===== config.mk =====
export PLATFORM = sky130hd
export DESIGN_NAME = exe_stage_pipe
export DESIGN_NICKNAME = d
export VERILOG_FILES = /design/src/rtl/exe_pkg.sv /design/src/rtl/alu_ext.sv /design/src/rtl/exe_stage_pipe.sv
export SDC_FILE = /design/constraint.sdc
export NUM_CORES = 1
export LEC_CHECK = 0
export CAP_MARGIN = 20
export CELL_PAD_IN_SITES_DETAIL_PLACEMENT = 1
export CELL_PAD_IN_SITES_GLOBAL_PLACEMENT = 1
export CORE_ASPECT_RATIO = 0.8
export CORE_UTILIZATION = 40
export DETAILED_ROUTE_END_ITERATION = 10
export GPL_TIMING_DRIVEN = 0
export PLACE_DENSITY = 0.81
export SLEW_MARGIN = 25
export SYNTH_ARGS = -nofsm -noshare
export SYNTH_HDL_FRONTEND = slang
export SYNTH_SLANG_ARGS = --single-unit
export TNS_END_PERCENT = 10

===== constraint.sdc =====
create_clock -name clk -period 6.7 [get_ports clk]
set_input_delay 1.675 -clock clk [delete_from_list [all_inputs] [get_ports clk]]
set_output_delay 1.675 -clock clk [all_outputs]
set_load 0.005 [all_outputs]

===== src/rtl/exe_pkg.sv =====
// -----------------------------------------------------------------------------
// exe_pkg
// Shared types and constants for the pipelined execute stage.
//   alu_op_t : 3-bit ALU operation encoding (AND .. MUL)
//   state_t  : iterative multiplier control states
//   ALU_OP_W : width of the operation code
// -----------------------------------------------------------------------------
package exe_pkg;

   localparam int ALU_OP_W = 3;

   typedef enum logic [ALU_OP_W-1:0] {
      ALU_AND = 3'b000,
      ALU_ADD = 3'b001,
      ALU_SUB = 3'b010,
      ALU_OR  = 3'b011,
      ALU_SLT = 3'b100,
      ALU_SLL = 3'b101,
      ALU_SRL = 3'b110,
      ALU_MUL = 3'b111
   } alu_op_t;

   typedef enum logic [1:0] {
      IDLE = 2'd0,
      MUL  = 2'd1,
      DONE = 2'd2
   } state_t;

endpackage


===== src/rtl/alu_ext.sv =====
// -----------------------------------------------------------------------------
// alu_ext
// Combinational single-cycle ALU for every operation except MUL.
// Ports:
//   i_a      : operand A
//   i_b      : operand B (already muxed between register and immediate)
//   i_op     : operation code
//   o_result : result, wraps modulo 2^WIDTH
//   o_ovf    : signed overflow for ADD/SUB, 0 for every other op
// -----------------------------------------------------------------------------
module alu_ext
   import exe_pkg::*;
#(
   parameter int WIDTH   = 16,
   parameter int SHAMT_W = $clog2(WIDTH)
) (
   input  logic [WIDTH-1:0] i_a,
   input  logic [WIDTH-1:0] i_b,
   input  alu_op_t          i_op,
   output logic [WIDTH-1:0] o_result,
   output logic             o_ovf
);

   logic signed [WIDTH-1:0] w_a_s;
   logic signed [WIDTH-1:0] w_b_s;
   logic        [WIDTH-1:0] w_sum;
   logic        [WIDTH-1:0] w_diff;
   logic                    w_lt;
   logic        [SHAMT_W-1:0] w_shamt;

   assign w_a_s   = $signed(i_a);
   assign w_b_s   = $signed(i_b);
   assign w_sum   = i_a + i_b;
   assign w_diff  = i_a - i_b;
   assign w_lt    = (w_a_s < w_b_s);
   assign w_shamt = i_b[SHAMT_W-1:0];

   always_comb begin
      o_result = '0;
      o_ovf    = 1'b0;
      case (i_op)
         ALU_AND: o_result = i_a & i_b;
         ALU_ADD: begin
            o_result = w_sum;
            // Same-sign operands whose sum flips sign.
            o_ovf    = (w_a_s[WIDTH-1] == w_b_s[WIDTH-1]) &&
                       (w_sum[WIDTH-1] != i_a[WIDTH-1]);
         end
         ALU_SUB: begin
            o_result = w_diff;
            // Opposite-sign operands whose difference loses A's sign.
            o_ovf    = (w_a_s[WIDTH-1] != w_b_s[WIDTH-1]) &&
                       (w_diff[WIDTH-1] != i_a[WIDTH-1]);
         end
         ALU_OR:  o_result = i_a | i_b;
         ALU_SLT: o_result = {{(WIDTH-1){1'b0}}, w_lt};
         ALU_SLL: o_result = i_a << w_shamt;
         ALU_SRL: o_result = i_a >> w_shamt;
         default: o_result = '0;
      endcase
   end

endmodule


===== src/rtl/exe_stage_pipe.sv =====
// -----------------------------------------------------------------------------
// exe_stage_pipe
// Execute stage with a registered EX/MEM result, valid/ready handshakes on
// both sides and an iterative shift-add multiplier (WIDTH cycles + 1).
// Ports:
//   clk, rst_n            : clock (rising edge), synchronous active-low reset
//   in_valid / in_ready   : upstream handshake for operands and control
//   value_a, value_b      : register operands
//   immediate, alu_src    : sign-extended immediate and B-operand select
//   alu_op                : 3-bit operation code
//   flush                 : drop in-flight multiply and held result
//   out_valid / out_ready : downstream handshake for the result register
//   alu_result            : registered result
//   flag_zero/neg/ovf     : flags registered alongside alu_result
// -----------------------------------------------------------------------------
module exe_stage_pipe
   import exe_pkg::*;
#(
   parameter int WIDTH   = 16,
   parameter int SHAMT_W = $clog2(WIDTH)
) (
   input  logic                clk,
   input  logic                rst_n,
   input  logic                in_valid,
   output logic                in_ready,
   input  logic [WIDTH-1:0]    value_a,
   input  logic [WIDTH-1:0]    value_b,
   input  logic [WIDTH-1:0]    immediate,
   input  logic                alu_src,
   input  logic [ALU_OP_W-1:0] alu_op,
   input  logic                flush,
   output logic                out_valid,
   input  logic                out_ready,
   output logic [WIDTH-1:0]    alu_result,
   output logic                flag_zero,
   output logic                flag_neg,
   output logic                flag_ovf
);

   localparam int CNT_W = $clog2(WIDTH + 1);

   state_t             r_state;
   state_t             w_state_nxt;
   logic [WIDTH-1:0]   r_mcand;
   logic [WIDTH-1:0]   r_mplier;
   logic [WIDTH-1:0]   r_acc;
   logic [CNT_W-1:0]   r_cnt;

   logic               r_out_valid;
   logic [WIDTH-1:0]   r_result;
   logic               r_zero;
   logic               r_neg;
   logic               r_ovf;

   alu_op_t            w_op;
   logic [WIDTH-1:0]   w_b;
   logic [WIDTH-1:0]   w_alu_res;
   logic               w_alu_ovf;
   logic               w_out_free;
   logic               w_accept;
   logic               w_is_mul;
   logic               w_wr_en;
   logic [WIDTH-1:0]   w_wr_data;
   logic               w_wr_ovf;

   assign w_op       = alu_op_t'(alu_op);
   assign w_b        = alu_src ? immediate : value_b;
   assign w_is_mul   = (w_op == ALU_MUL);
   // Output slot is usable if empty or being drained this cycle.
   assign w_out_free = !r_out_valid || out_ready;
   assign in_ready   = (r_state == IDLE) && w_out_free && !flush;
   assign w_accept   = in_valid && in_ready;

   alu_ext #(
      .WIDTH   (WIDTH),
      .SHAMT_W (SHAMT_W)
   ) u_alu (
      .i_a      (value_a),
      .i_b      (w_b),
      .i_op     (w_op),
      .o_result (w_alu_res),
      .o_ovf    (w_alu_ovf)
   );

   // ---- multiplier control: next state ----
   always_comb begin
      w_state_nxt = r_state;
      case (r_state)
         IDLE: if (w_accept && w_is_mul) w_state_nxt = MUL;
         MUL:  if (r_cnt == CNT_W'(1))   w_state_nxt = DONE;
         DONE: if (w_out_free)           w_state_nxt = IDLE;
         default:                        w_state_nxt = IDLE;
      endcase
      if (flush) w_state_nxt = IDLE;
   end

   always_ff @(posedge clk) begin
      if (!rst_n) r_state <= IDLE;
      else        r_state <= w_state_nxt;
   end

   // ---- multiplier datapath: one shift-add step per cycle ----
   always_ff @(posedge clk) begin
      if (!rst_n) begin
         r_mcand  <= '0;
         r_mplier <= '0;
         r_acc    <= '0;
         r_cnt    <= '0;
      end else if (w_accept && w_is_mul) begin
         r_mcand  <= value_a;
         r_mplier <= w_b;
         r_acc    <= '0;
         r_cnt    <= CNT_W'(WIDTH);
      end else if (r_state == MUL) begin
         if (r_mplier[0]) r_acc <= r_acc + r_mcand;
         r_mcand  <= r_mcand << 1;
         r_mplier <= r_mplier >> 1;
         r_cnt    <= r_cnt - CNT_W'(1);
      end
   end

   // Single-cycle ops and a finished multiply never compete: DONE blocks accepts.
   always_comb begin
      w_wr_en   = 1'b0;
      w_wr_data = w_alu_res;
      w_wr_ovf  = w_alu_ovf;
      if (w_accept && !w_is_mul) begin
         w_wr_en = 1'b1;
      end else if ((r_state == DONE) && w_out_free && !flush) begin
         w_wr_en   = 1'b1;
         w_wr_data = r_acc;
         w_wr_ovf  = 1'b0;
      end
   end

   // ---- EX/MEM result register ----
   always_ff @(posedge clk) begin
      if (!rst_n) begin
         r_out_valid <= 1'b0;
         r_result    <= '0;
         r_zero      <= 1'b0;
         r_neg       <= 1'b0;
         r_ovf       <= 1'b0;
      end else if (flush) begin
         r_out_valid <= 1'b0;
      end else if (w_wr_en) begin
         r_out_valid <= 1'b1;
         r_result    <= w_wr_data;
         r_zero      <= (w_wr_data == '0);
         r_neg       <= w_wr_data[WIDTH-1];
         r_ovf       <= w_wr_ovf;
      end else if (out_ready) begin
         r_out_valid <= 1'b0;
      end
   end

   assign out_valid  = r_out_valid;
   assign alu_result = r_result;
   assign flag_zero  = r_zero;
   assign flag_neg   = r_neg;
   assign flag_ovf   = r_ovf;

endmodule

==> flow_summary.toml <==
[sta]
fmax_ghz = 0.1555
final.period_utilization_pct = 95.96
setup-violations-final = 0
setup_ws_ps = 270.9
hold_ws_ps = 453.4
hold_viol = 0
skew_ps = 10.08
fin_crit_ps = 6429
finalMaxSlewViolations = 0
worst_pin_slew_ps = 1011
grt_setup_unrepaired = "no"
slew_headroom_pct = 30.65

[die]
die_h_um = 127.4
core-area_um2 = 19090
initial_core_util_pct = 41.19
die_w_um = 158.8
io_pins = 78
row_count = 45
dieArea_um2 = 20220

[detailed_routing]
wire_per_inst_um = 23.61
viasPerCell = 6.343
drt_iter0_drc = 839
drc = 0
dr.pass1.iters = 6
via_count = 8848
ant_nets = 0
routed_wl_um = 32940

[synthesis]
synth_common_cells = "nand2_1, nor2_1, a21oi_1"
synthXorXnorAreaFrac_pct = 1.560
syn_area_um2 = 7863
synth_area_leaders = "dfxtp_1, ha_1, nand2_1, mux2i_1, a21oi_1"
synth_compound_area_share_pct = 25.89
synth-adder-area-share_pct = 12.54
seq_area_frac_synth_pct = 18.84
ys_ff_latch = 74
synthSimpleGateAreaFrac_pct = 23.14
synth_edf_count = 0
yosysWarnings = 0
yosys_most_used_dff = "dfxtp_1"
async_reset_ff_share_pct = 0
synth_cells = 1047
yosysTopAreaCell = "dfxtp_1"
yosysTopAreaCellShare_pct = 18.84
synth_most_common_cell = "nand2_1"
synth.net_count = 1181
synth.avg_cell_area_um2 = 7.510
synth_mux_area_share_pct = 11.49
ys_types = 77
synth_top_family_by_area = "compound AO/OA/AOI/OAI gates"

[placement]
place_congestion = 1.004
pre_cts_ws_ps = -319.1
hpwl_um = 26340
io_buffers = 75

[global_routing]
first_global_vias = 8795
grt.overflow.total = 0
antenna_found_initial = 0
grt_pass1_wl_um = 51000
grt_max_degree = 13
track_usage_pct = 32.71

[final_layout]
syn_to_final_growth_pct = 17.78
nets = 1267
antenna_cells = 0
layout-drive-gt1-share_pct = 6.069

[power_and_ir_drop]
power_mw = 1.509
power.leakage_nw = 3.645
ir_drop_uv = 97.80
p_per_area_nw_per_um2 = 162.9

[run]
cap_viol_max_count = 0

[worst_setup_path]
path_cells = "clkdlybuf4s50_1 -> mux2i_4 -> buf_4 -> buf_4 -> inv_1 -> ha_1 -> fa_1 -> or2_2 -> a221oi_1 -> o211ai_1 -> a31oi_2 -> o41ai_1 -> or4_1 -> o21ai_1 -> o2111ai_1 -> nor4_1 -> a32o_1"
cp_top_family = "compound AO/OA/AOI/OAI gates"
crit_path_end = "flag_zero$_SDFFE_PN0P_"
critPathRequiredTime_ps = 6980
cpPeakStageDelay_ps = 530
crit_top_cell = "buf_4"
regToRegSetupSlack_ps = 3490
critPathLaunch = "immediate[0]"
cp-end-kind = "register"
cp_slowest_cell = "or4_1"
ff2ff_path_depth = 9
critPathArrivalTime_ps = 6710
worst_r2r_startpoint = "r_state[0]$_SDFFE_PP0P_"
start_kind = "input pin"
crit_buf_inv = 4
reg2reg_to = "flag_zero$_SDFFE_PN0P_"
worst-path-max-fanout = 10
crit_cells = 17
crit_type = "input pin to register"

[cts]
tritoncts = "yes"
clkSlewWorstSetupHoldPaths_ps = 50
cts_root_buf = "clkbuf_16"
cts_buffers = 9
cts.path.max_buffers = 2
cts_sinks = 74
clk_latency_ps = 350
postCtsSetupBuffers = 0
cts_max_level = 3

[hold_path]
hold_class = "register to register"

[status]
status = "complete, no violations"
-- through the flow --
step	utilization, %	instance area, um^2	instances	setup TNS, ps
5_1_grt	48.52	9260	1395	0
4_1_cts	48.40	9239	1395	0
2_1_floorplan	-	7863	1047	0
3_5_place_dp	46.84	8941	1380	-357.9
6_report	48.52	9260	1395	0
3_3_place_gp	46.82	8936	1380	-205.6
-- final cells by class --
type / count / area [um^2]
fill: 2390 / 9827
multi-input combinational: 846 / 5896
sequential: 74 / 1481
timing repair buffer: 75 / 750.7
tap: 258 / 322.8
buffer: 66 / 284.0
clock buffer: 10 / 239.0
inverter: 61 / 231.5
clock inverter: 5 / 55.05
-- how the worst min path moves through the flow --
stage	start	slack, ps	cells past startpoint	endpoint
floorplan	r_mplier[10]$_SDFFE_PN0P_	440	2	r_mplier[10]$_SDFFE_PN0P_
detailed placement	alu_result[13]$_SDFFE_PN0P_	450	2	alu_result[13]$_SDFFE_PN0P_
global placement	alu_result[7]$_SDFFE_PN0P_	440	2	alu_result[7]$_SDFFE_PN0P_
finish	alu_result[13]$_SDFFE_PN0P_	450	2	alu_result[13]$_SDFFE_PN0P_
global route	alu_result[11]$_SDFFE_PN0P_	480	2	alu_result[11]$_SDFFE_PN0P_
CTS	alu_result[13]$_SDFFE_PN0P_	450	2	alu_result[13]$_SDFFE_PN0P_
-- timing repair --
action                     in CTS  in global routing
setup endpoints to repair       1                  1
resized for setup               1                  4
hold endpoints to repair        0                  0
hold buffers                    0                  0
-- registers in the layout (all words and copies together) (netlist names) --
name / count
alu_result: 16
flag_ovf: 1
flag_zero: 1
out_valid: 1
r_acc: 16
r_cnt: 5
r_mcand: 16
r_mplier: 16
r_state: 2
-- cells in the final DEF, fill, tap and decap left out, types with 14 or more instances in the layout --
cell             instances
nand3_1                 39
nor2_1                 102
ha_1                    74
mux2i_1                 44
a21oi_1                 79
o21ai_0                 43
dfxtp_1                 74
a211oi_1                15
a22oi_1                 15
clkbuf_1                52
inv_1                   59
a311oi_1                16
clkdlybuf4s50_1         75
nor3_1                  24
a21boi_0                14
nor2b_1                 15
nand2_1                127
-- worst reg2reg max path, stage by stage (launching register included) --
cell	delay, ps
dfxtp_1	420
nor2_1	70
nand3_1	430
clkbuf_1	480
o211ai_1	210
o22a_1	290
nor4_1	690
nand3_1	150
nor4_1	240
a32o_1	170
-- where the power goes --
group	internal (mW)	switching (mW)	leakage, nW	total [mW]
sequential	0.450	0.00701	0.598	0.457
combinational	0.211	0.348	2.91	0.559
clock	0.295	0.197	0.140	0.492
-- layer usage --
| layer | track usage (%) | vias up | share of wire [%] |
|---|---|---|---|
| met5 | 0 | - | 0 |
| met1 | 45.37 | 4355 | 46 |
| met3 | 7.078 | 59 | 8.7 |
| li1 | - | 4019 | - |
| met4 | 9.138 | 0 | 2.1 |
| met2 | 50.85 | 415 | 43 |
-- kinds of logic (layout without fill, tap and decap cells) --
kind of cell    count (synthesis)  after routing
simple gates                  388            388
compound gates                296            296
buf+inv                       127            217
fa+ha+maj                      77             77
flops                          74             74
mux                            71             71
xor+xnor                       14             14
No activity file was read; power rests on OpenSTA's default activity.
==> variant 1, RTL diff (same settings) <==
The 3 states of `state_t` get a one-hot encoding in 3 bits.
--- a/src/rtl/exe_pkg.sv
+++ b/src/rtl/exe_pkg.sv
@@ -20,10 +20,10 @@
       ALU_MUL = 3'b111
    } alu_op_t;
 
-   typedef enum logic [1:0] {
-      IDLE = 2'd0,
-      MUL  = 2'd1,
-      DONE = 2'd2
+   typedef enum logic [2:0] {
+      IDLE = 3'b001,
+      MUL  = 3'b010,
+      DONE = 3'b100
    } state_t;
 
 endpackage
Formal check against the unedited RTL: same outputs for any inputs over 10 cycles, from zero or initial values and one cycle with rst_n low; not proved beyond that.
==> variant 1 against the original RTL <==
  * Synthesized area hardly changed
  * Critical endpoint unchanged
  * Worst hold slack better by 0.0024 ns
  * Routed wire length is 8.6% higher
  * Sequential power is 2% higher
  * Sequential cell count is 1 higher
  * Power is 0.95% lower
  * Cell area is 0.19% lower
  * Worst setup slack better by 0.011 ns
  * Core utilization is 0.23 points lower
  * Combinational power hardly changed
  * Count of clock-buffer cells in the layout is 1 lower
  * Sequential share of layout area is 0.25 points higher
  * Largest power group unchanged
==> variant 1: results (changes against the original RTL) <==
yosys:
  synth_fp_nets: 1209  # was 1,181
  ys_top_cells_by_area: "sky130_fd_sc_hd__dfxtp_1 19%, sky130_fd_sc_hd__ha_1 12%, sky130_fd_sc_hd__nand2_1 7.5%"  # was sky130_fd_sc_hd__dfxtp_1 19%, sky130_fd_sc_hd__ha_1 12%, sky130_fd_sc_hd__nand2_1 6.1%
  post_synth_xor_area_fraction_pct: 2.89  # was 1.56%
  synth_adder_area_share_pct: 12.5  # about the same
  fraction_of_the_yosys_area_taken_by_sequential_cells_pct: 19.1  # was 18.8%
  synthMuxAreaShare_pct: 10.0  # was 11.5%
  number_of_unique_standard_cell_types_used_by_synthesis: 78  # was 77
  synth_top_cells_by_count: "157 x sky130_fd_sc_hd__nand2_1, 115 x sky130_fd_sc_hd__nor2_1, 89 x sky130_fd_sc_hd__a21oi_1"  # was 127 x sky130_fd_sc_hd__nand2_1, 102 x sky130_fd_sc_hd__nor2_1, 79 x sky130_fd_sc_hd__a21oi_1
worst_setup_path:
  cp-startpoint: "immediate[2]"  # was immediate[0]
  cp_max_fo: 11  # was 10
run_status:
  status: "completed"  # unchanged
route:
  maxUsedRoutingLayer: "met5"  # was met4
  detailedRoute.firstPassIterationCount: 5  # was 6
  vias_per_cell: 6.33  # was 6.34
  met3_wire_length_um: 3600  # was 2870 µm
  met2_wl_post_dr_um: 14900  # was 14,200 µm
sta:
  worst-slew-pin-transition_ns: 1.00  # was 1.01 ns
  timing.clock.skew_ns: 0.0112  # was 0.0101 ns
  fin_worst_hold_slack_ns: 0.456  # was 0.453 ns
final_layout:
  postLayoutCellArea_um2: 9240  # was 9260 µm²
  share_of_cell_area_taken_by_multi_input_logic_gates_pct: 63.7  # about the same
  layout.nets: 1294  # was 1,267
  clkCellAreaFrac_pct: 3.07  # was 3.18%
  drive_above_1_share_pct: 5.84  # was 6.07%
  nonClockInverterCount: 55  # was 61
  area.share.sequential_pct: 16.2  # was 16.0%
  buffers_excl_clock: 146  # was 141
placed_design:
  placedInstanceArea_um2: 8930  # was 8940 µm²
  port_buffers: 74  # was 75
  place_worst_setup_slack_ns: -0.500  # was -0.319 ns
global_routing:
  grt_first_pass_wirelength_um: 53900  # was 51,000 µm
  grt_start_max_net_pins: 16  # was 13
  groute.layer.met3.usage_pct: 9.68  # was 7.08%
  globalRouteMet1Util_pct: 47.4  # was 45.4%
  grt_usage_pct: 35.0  # was 32.7%
power_and_ir_drop:
  power_density_nw_per_um2: 162  # was 163 nW/µm²
  ir_worst_vdd_mv: 0.126  # was 0.0978 mV
  clock_power_share_pct: 31.4  # was 32.6%
  cellLeakagePower_uw: 0.00362  # was 0.00364 µW
  power.switching_fraction_pct: 38.5  # was 36.6%
floorplanning:
  chipWidth_um: 159  # about the same
-- variant 1: changes by cell type in the layout (fill, tap and decap cells not counted), sizes merged, moves of 6 or more --
cell | unedited run | this run
nor2 | 102 | 115
nor3 | 24 | 30
a21boi | 14 | 2
o22ai | 2 | 11
mux2i | 47 | 40
a311oi | 16 | 24
xnor2 | 10 | 19
clkbuf | 63 | 72
nand2 | 127 | 157
nor4 | 12 | 6
a21oi | 79 | 89
nand3 | 39 | 16
-- variant 1: worst min path at each step --
stage	from	end	cells after the start
final	r_mplier[5]	r_mplier[5]	2
after floorplan	r_mplier[10]	r_mplier[10]	2
after CTS	r_mplier[5]	r_mplier[5]	2
after global routing	r_mplier[6]	r_mplier[6]	2
after detailed placement	r_mplier[5]	r_mplier[5]	2
after global placement	alu_result[13]	alu_result[13]	2
-- variant 1: worst max-delay path, cell delays in order --
cell and delay (ns):
sky130_fd_sc_hd__clkdlybuf4s50_1 0.42, sky130_fd_sc_hd__mux2i_2 0.32, sky130_fd_sc_hd__clkinv_2 0.25, sky130_fd_sc_hd__clkbuf_1 0.31, sky130_fd_sc_hd__clkbuf_1 0.38, sky130_fd_sc_hd__ha_1 0.36
sky130_fd_sc_hd__a211oi_2 0.36, sky130_fd_sc_hd__o21ai_0 0.27, sky130_fd_sc_hd__a31oi_2 0.32, sky130_fd_sc_hd__xnor2_1 0.12, sky130_fd_sc_hd__a221o_1 0.39, sky130_fd_sc_hd__o22a_1 0.21
sky130_fd_sc_hd__or4_1 0.58, sky130_fd_sc_hd__nor4_2 0.27, sky130_fd_sc_hd__nand4_1 0.18, sky130_fd_sc_hd__o31ai_2 0.25
-- variant 1: what timing repair did --
| action | CTS | global route |
|---|---|---|
| endpoints found under the hold margin | 0 | 0 |
| setup endpoints to repair | 1 | 1 |
| gates resized for setup | 3 | 7 |
==> variant 2, RTL diff (same flow settings) <==
Without the edit above. `WIDTH` is set to 16 in 2 places; all go to 8.
--- a/src/rtl/alu_ext.sv
+++ b/src/rtl/alu_ext.sv
@@ -11,7 +11,7 @@
 module alu_ext
    import exe_pkg::*;
 #(
-   parameter int WIDTH   = 16,
+   parameter int WIDTH   = 8,
    parameter int SHAMT_W = $clog2(WIDTH)
 ) (
    input  logic [WIDTH-1:0] i_a,
--- a/src/rtl/exe_stage_pipe.sv
+++ b/src/rtl/exe_stage_pipe.sv
@@ -16,7 +16,7 @@
 module exe_stage_pipe
    import exe_pkg::*;
 #(
-   parameter int WIDTH   = 16,
+   parameter int WIDTH   = 8,
    parameter int SHAMT_W = $clog2(WIDTH)
 ) (
    input  logic                clk,
Interface: changed (resized alu_result, immediate, value_a and value_b); port bits go from 78 to 46. The function was not compared with the original's and may differ.
==> variant 2 against the original RTL <==
  * Routed wire length shrank 61%
  * Power shrank 53%
  * First-iteration DRC count shrank 71%
  * Cell area shrank 52%
  * Cell count shrank 53%
  * Sequential power shrank 45%
  * Worst setup slack gained 1.4 ns
  * Sequential cell count shrank 33
  * Worst hold slack gained 0.045 ns
  * Clock power shrank 53%
  * Synthesized area shrank 53%
  * Critical path type unchanged
==> variant 2: results (changes against the original RTL) <==
yosys:
  synth-compound-area-share_pct: 23.5  # was 25.9%
  number_of_unique_standard_cell_types_used_by_synthesis: 65  # was 77
  synth_top_family_by_area: "compound AO/OA/AOI/OAI gates"  # unchanged
  synth_adder_area_share_pct: 13.5  # was 12.5%
  ys.warnings.count: 0  # unchanged
  post_synth_xor_area_fraction_pct: 2.60  # was 1.56%
  ys_top_cells_by_area: "sky130_fd_sc_hd__dfxtp_1 22%, sky130_fd_sc_hd__ha_1 12%, sky130_fd_sc_hd__nand2_1 6.0%"  # was sky130_fd_sc_hd__dfxtp_1 19%, sky130_fd_sc_hd__ha_1 12%, sky130_fd_sc_hd__nand2_1 6.1%
  fraction_of_the_yosys_area_taken_by_sequential_cells_pct: 22.2  # was 18.8%
  synthMuxAreaShare_pct: 9.16  # was 11.5%
  synth_top_cells_by_count: "59 x sky130_fd_sc_hd__nand2_1, 58 x sky130_fd_sc_hd__nor2_1, 41 x sky130_fd_sc_hd__dfxtp_1"  # was 127 x sky130_fd_sc_hd__nand2_1, 102 x sky130_fd_sc_hd__nor2_1, 79 x sky130_fd_sc_hd__a21oi_1
  netlist.top_cell.by_area: "sky130_fd_sc_hd__dfxtp_1"  # unchanged
  async_reset_ff_share_pct: 0  # unchanged
  synth_fp_nets: 555  # was 1,181
final_layout:
  drive_above_1_share_pct: 3.73  # was 6.07%
  fillCellCount: 1160  # was 2,390
  antenna_diode_count: 0  # unchanged
  layout.nets: 606  # was 1,267
clocking:
  cts_setup_buffers: 0  # unchanged
  post_cts_resized: 0  # was 1
  cts.htree.levels: 2  # was 3
  clk_latency_ns: 0.28  # was 0.35 ns
  clk_pin_slew_ns: 0.06
  cts_inserted_buffers: 5  # was 9
  postCtsHoldBufs: 0  # unchanged
  clockRootBuffer: "sky130_fd_sc_hd__clkbuf_16"  # unchanged
  ctsLongestPathBuffers: 2  # unchanged
sta:
  timing.clock.skew_ns: 0.00454  # was 0.0101 ns
  worst-slew-pin-transition_ns: 0.761  # was 1.01 ns
route:
  detailedRoute.firstPassIterationCount: 5  # was 6
  final_antenna_net_count: 0  # unchanged
  drt_iter0_drc: 247  # was 839
  routedWlPerCell_um: 19.9  # was 23.6 µm
  vias_per_cell: 6.07  # was 6.34
global_routing:
  grt_usage_pct: 28.0  # was 32.7%
  first_global_vias: 3849  # was 8,795
  grt_first_pass_wirelength_um: 20500  # was 51,000 µm
  antenna_found_initial: 0  # unchanged
  grt_start_max_net_pins: 13  # unchanged
power_and_ir_drop:
  ir_worst_vdd_mv: 0.0982  # was 0.0978 mV
  cellLeakagePower_uw: 0.00177  # was 0.00364 µW
hold_path:
  hp-class: "reg2reg"  # unchanged
placed_design:
  port_buffers: 44  # was 75
  gp_congestion: 0.901  # was 1.00
  dp_hpwl_um: 10000  # was 26,300 µm
worst_setup_path:
  worst-r2r-setup-slack_ns: 4.14  # was 3.49 ns
  critPathArrivalTime_ns: 5.22  # was 6.71 ns
  cp_max_fo: 11  # was 10
run_status:
  status: "completed"  # unchanged
-- variant 2: cell count changes after synthesis, sizes merged, moves of 32 or more --
cell    delta
clkbuf    -32
inv       -34
ha        -39
a21oi     -42
nand2     -68
dfxtp     -33
nor2      -44
-- variant 2: logic make-up (layout without fill, tap and decap cells) --
kind of cell / after synthesis / after routing
and+or+nand+nor: 184 / 184
AOI/OAI and AO/OA: 127 / 127
buffers and inverters: 54 / 106
DFF: 41 / 41
adders and majority gates: 38 / 38
muxes: 29 / 29
xor gates and xnor gates: 11 / 11
-- variant 2: cell type report --
cell class                 count  area [µm²]  share of cell area, %
tap                          115         144                   3.25
sequential                    41         821                   18.6
buffer                        26         116                   2.63
timing repair buffer          44         440                   9.96
clock buffer                   8         136                   3.08
multi-input combinational    389        2660                   60.1
inverter                      28         108                   2.43
-- variant 2: worst paths after layout --
| path | from | depth (start not counted) | end |
|---|---|---|---|
| worst min register to register | r_acc[0] | 2 | r_acc[0] |
| worst max register to register | out_valid | 7 | alu_result[6] |
| worst max-delay path | immediate[2] | 13 | flag_zero |
| worst min-delay path | r_acc[0] | 2 | r_acc[0] |
-- variant 2: where the power goes --
part	switching [µW]	total [µW]	internal [µW]
logic	130	218	88.0
registers	3.56	253	249
clock network	92.5	231	139
-- variant 2: worst max-delay path, cell delays in order --
cell	delay (ns)
sky130_fd_sc_hd__clkdlybuf4s50_1	0.39
sky130_fd_sc_hd__mux2i_1	0.26
sky130_fd_sc_hd__clkbuf_1	0.53
sky130_fd_sc_hd__ha_1	0.35
sky130_fd_sc_hd__clkbuf_1	0.20
sky130_fd_sc_hd__nor3b_1	0.23
sky130_fd_sc_hd__a211o_1	0.17
sky130_fd_sc_hd__a21oi_1	0.11
sky130_fd_sc_hd__o311ai_0	0.54
sky130_fd_sc_hd__a31oi_1	0.26
sky130_fd_sc_hd__nor3_1	0.22
sky130_fd_sc_hd__nand2_1	0.09
sky130_fd_sc_hd__o31ai_2	0.17
-- variant 2: metrics by stage --
step | hold slack [ns] | instances | setup slack (ns) | utilization (%) | instance area (µm²)
3_3_place_gp | 0.468 | 643 | 1.52 | 47.4 | 4290
2_1_floorplan | 0.445 | 484 | 2.37 | - | 3700
4_1_cts | 0.491 | 651 | 1.71 | 48.9 | 4420
3_5_place_dp | 0.477 | 643 | 1.42 | 47.4 | 4290
6_report | 0.498 | 651 | 1.68 | 48.9 | 4420
5_1_grt | 0.517 | 651 | 1.47 | 48.9 | 4420
-- variant 2: metal layers --
metal / track usage, % / share of wire, %
met5: 0 / 0
met4: 7.15 / 1.5
met3: 5.36 / 5.6
met2: 44.1 / 44
met1: 39.3 / 48
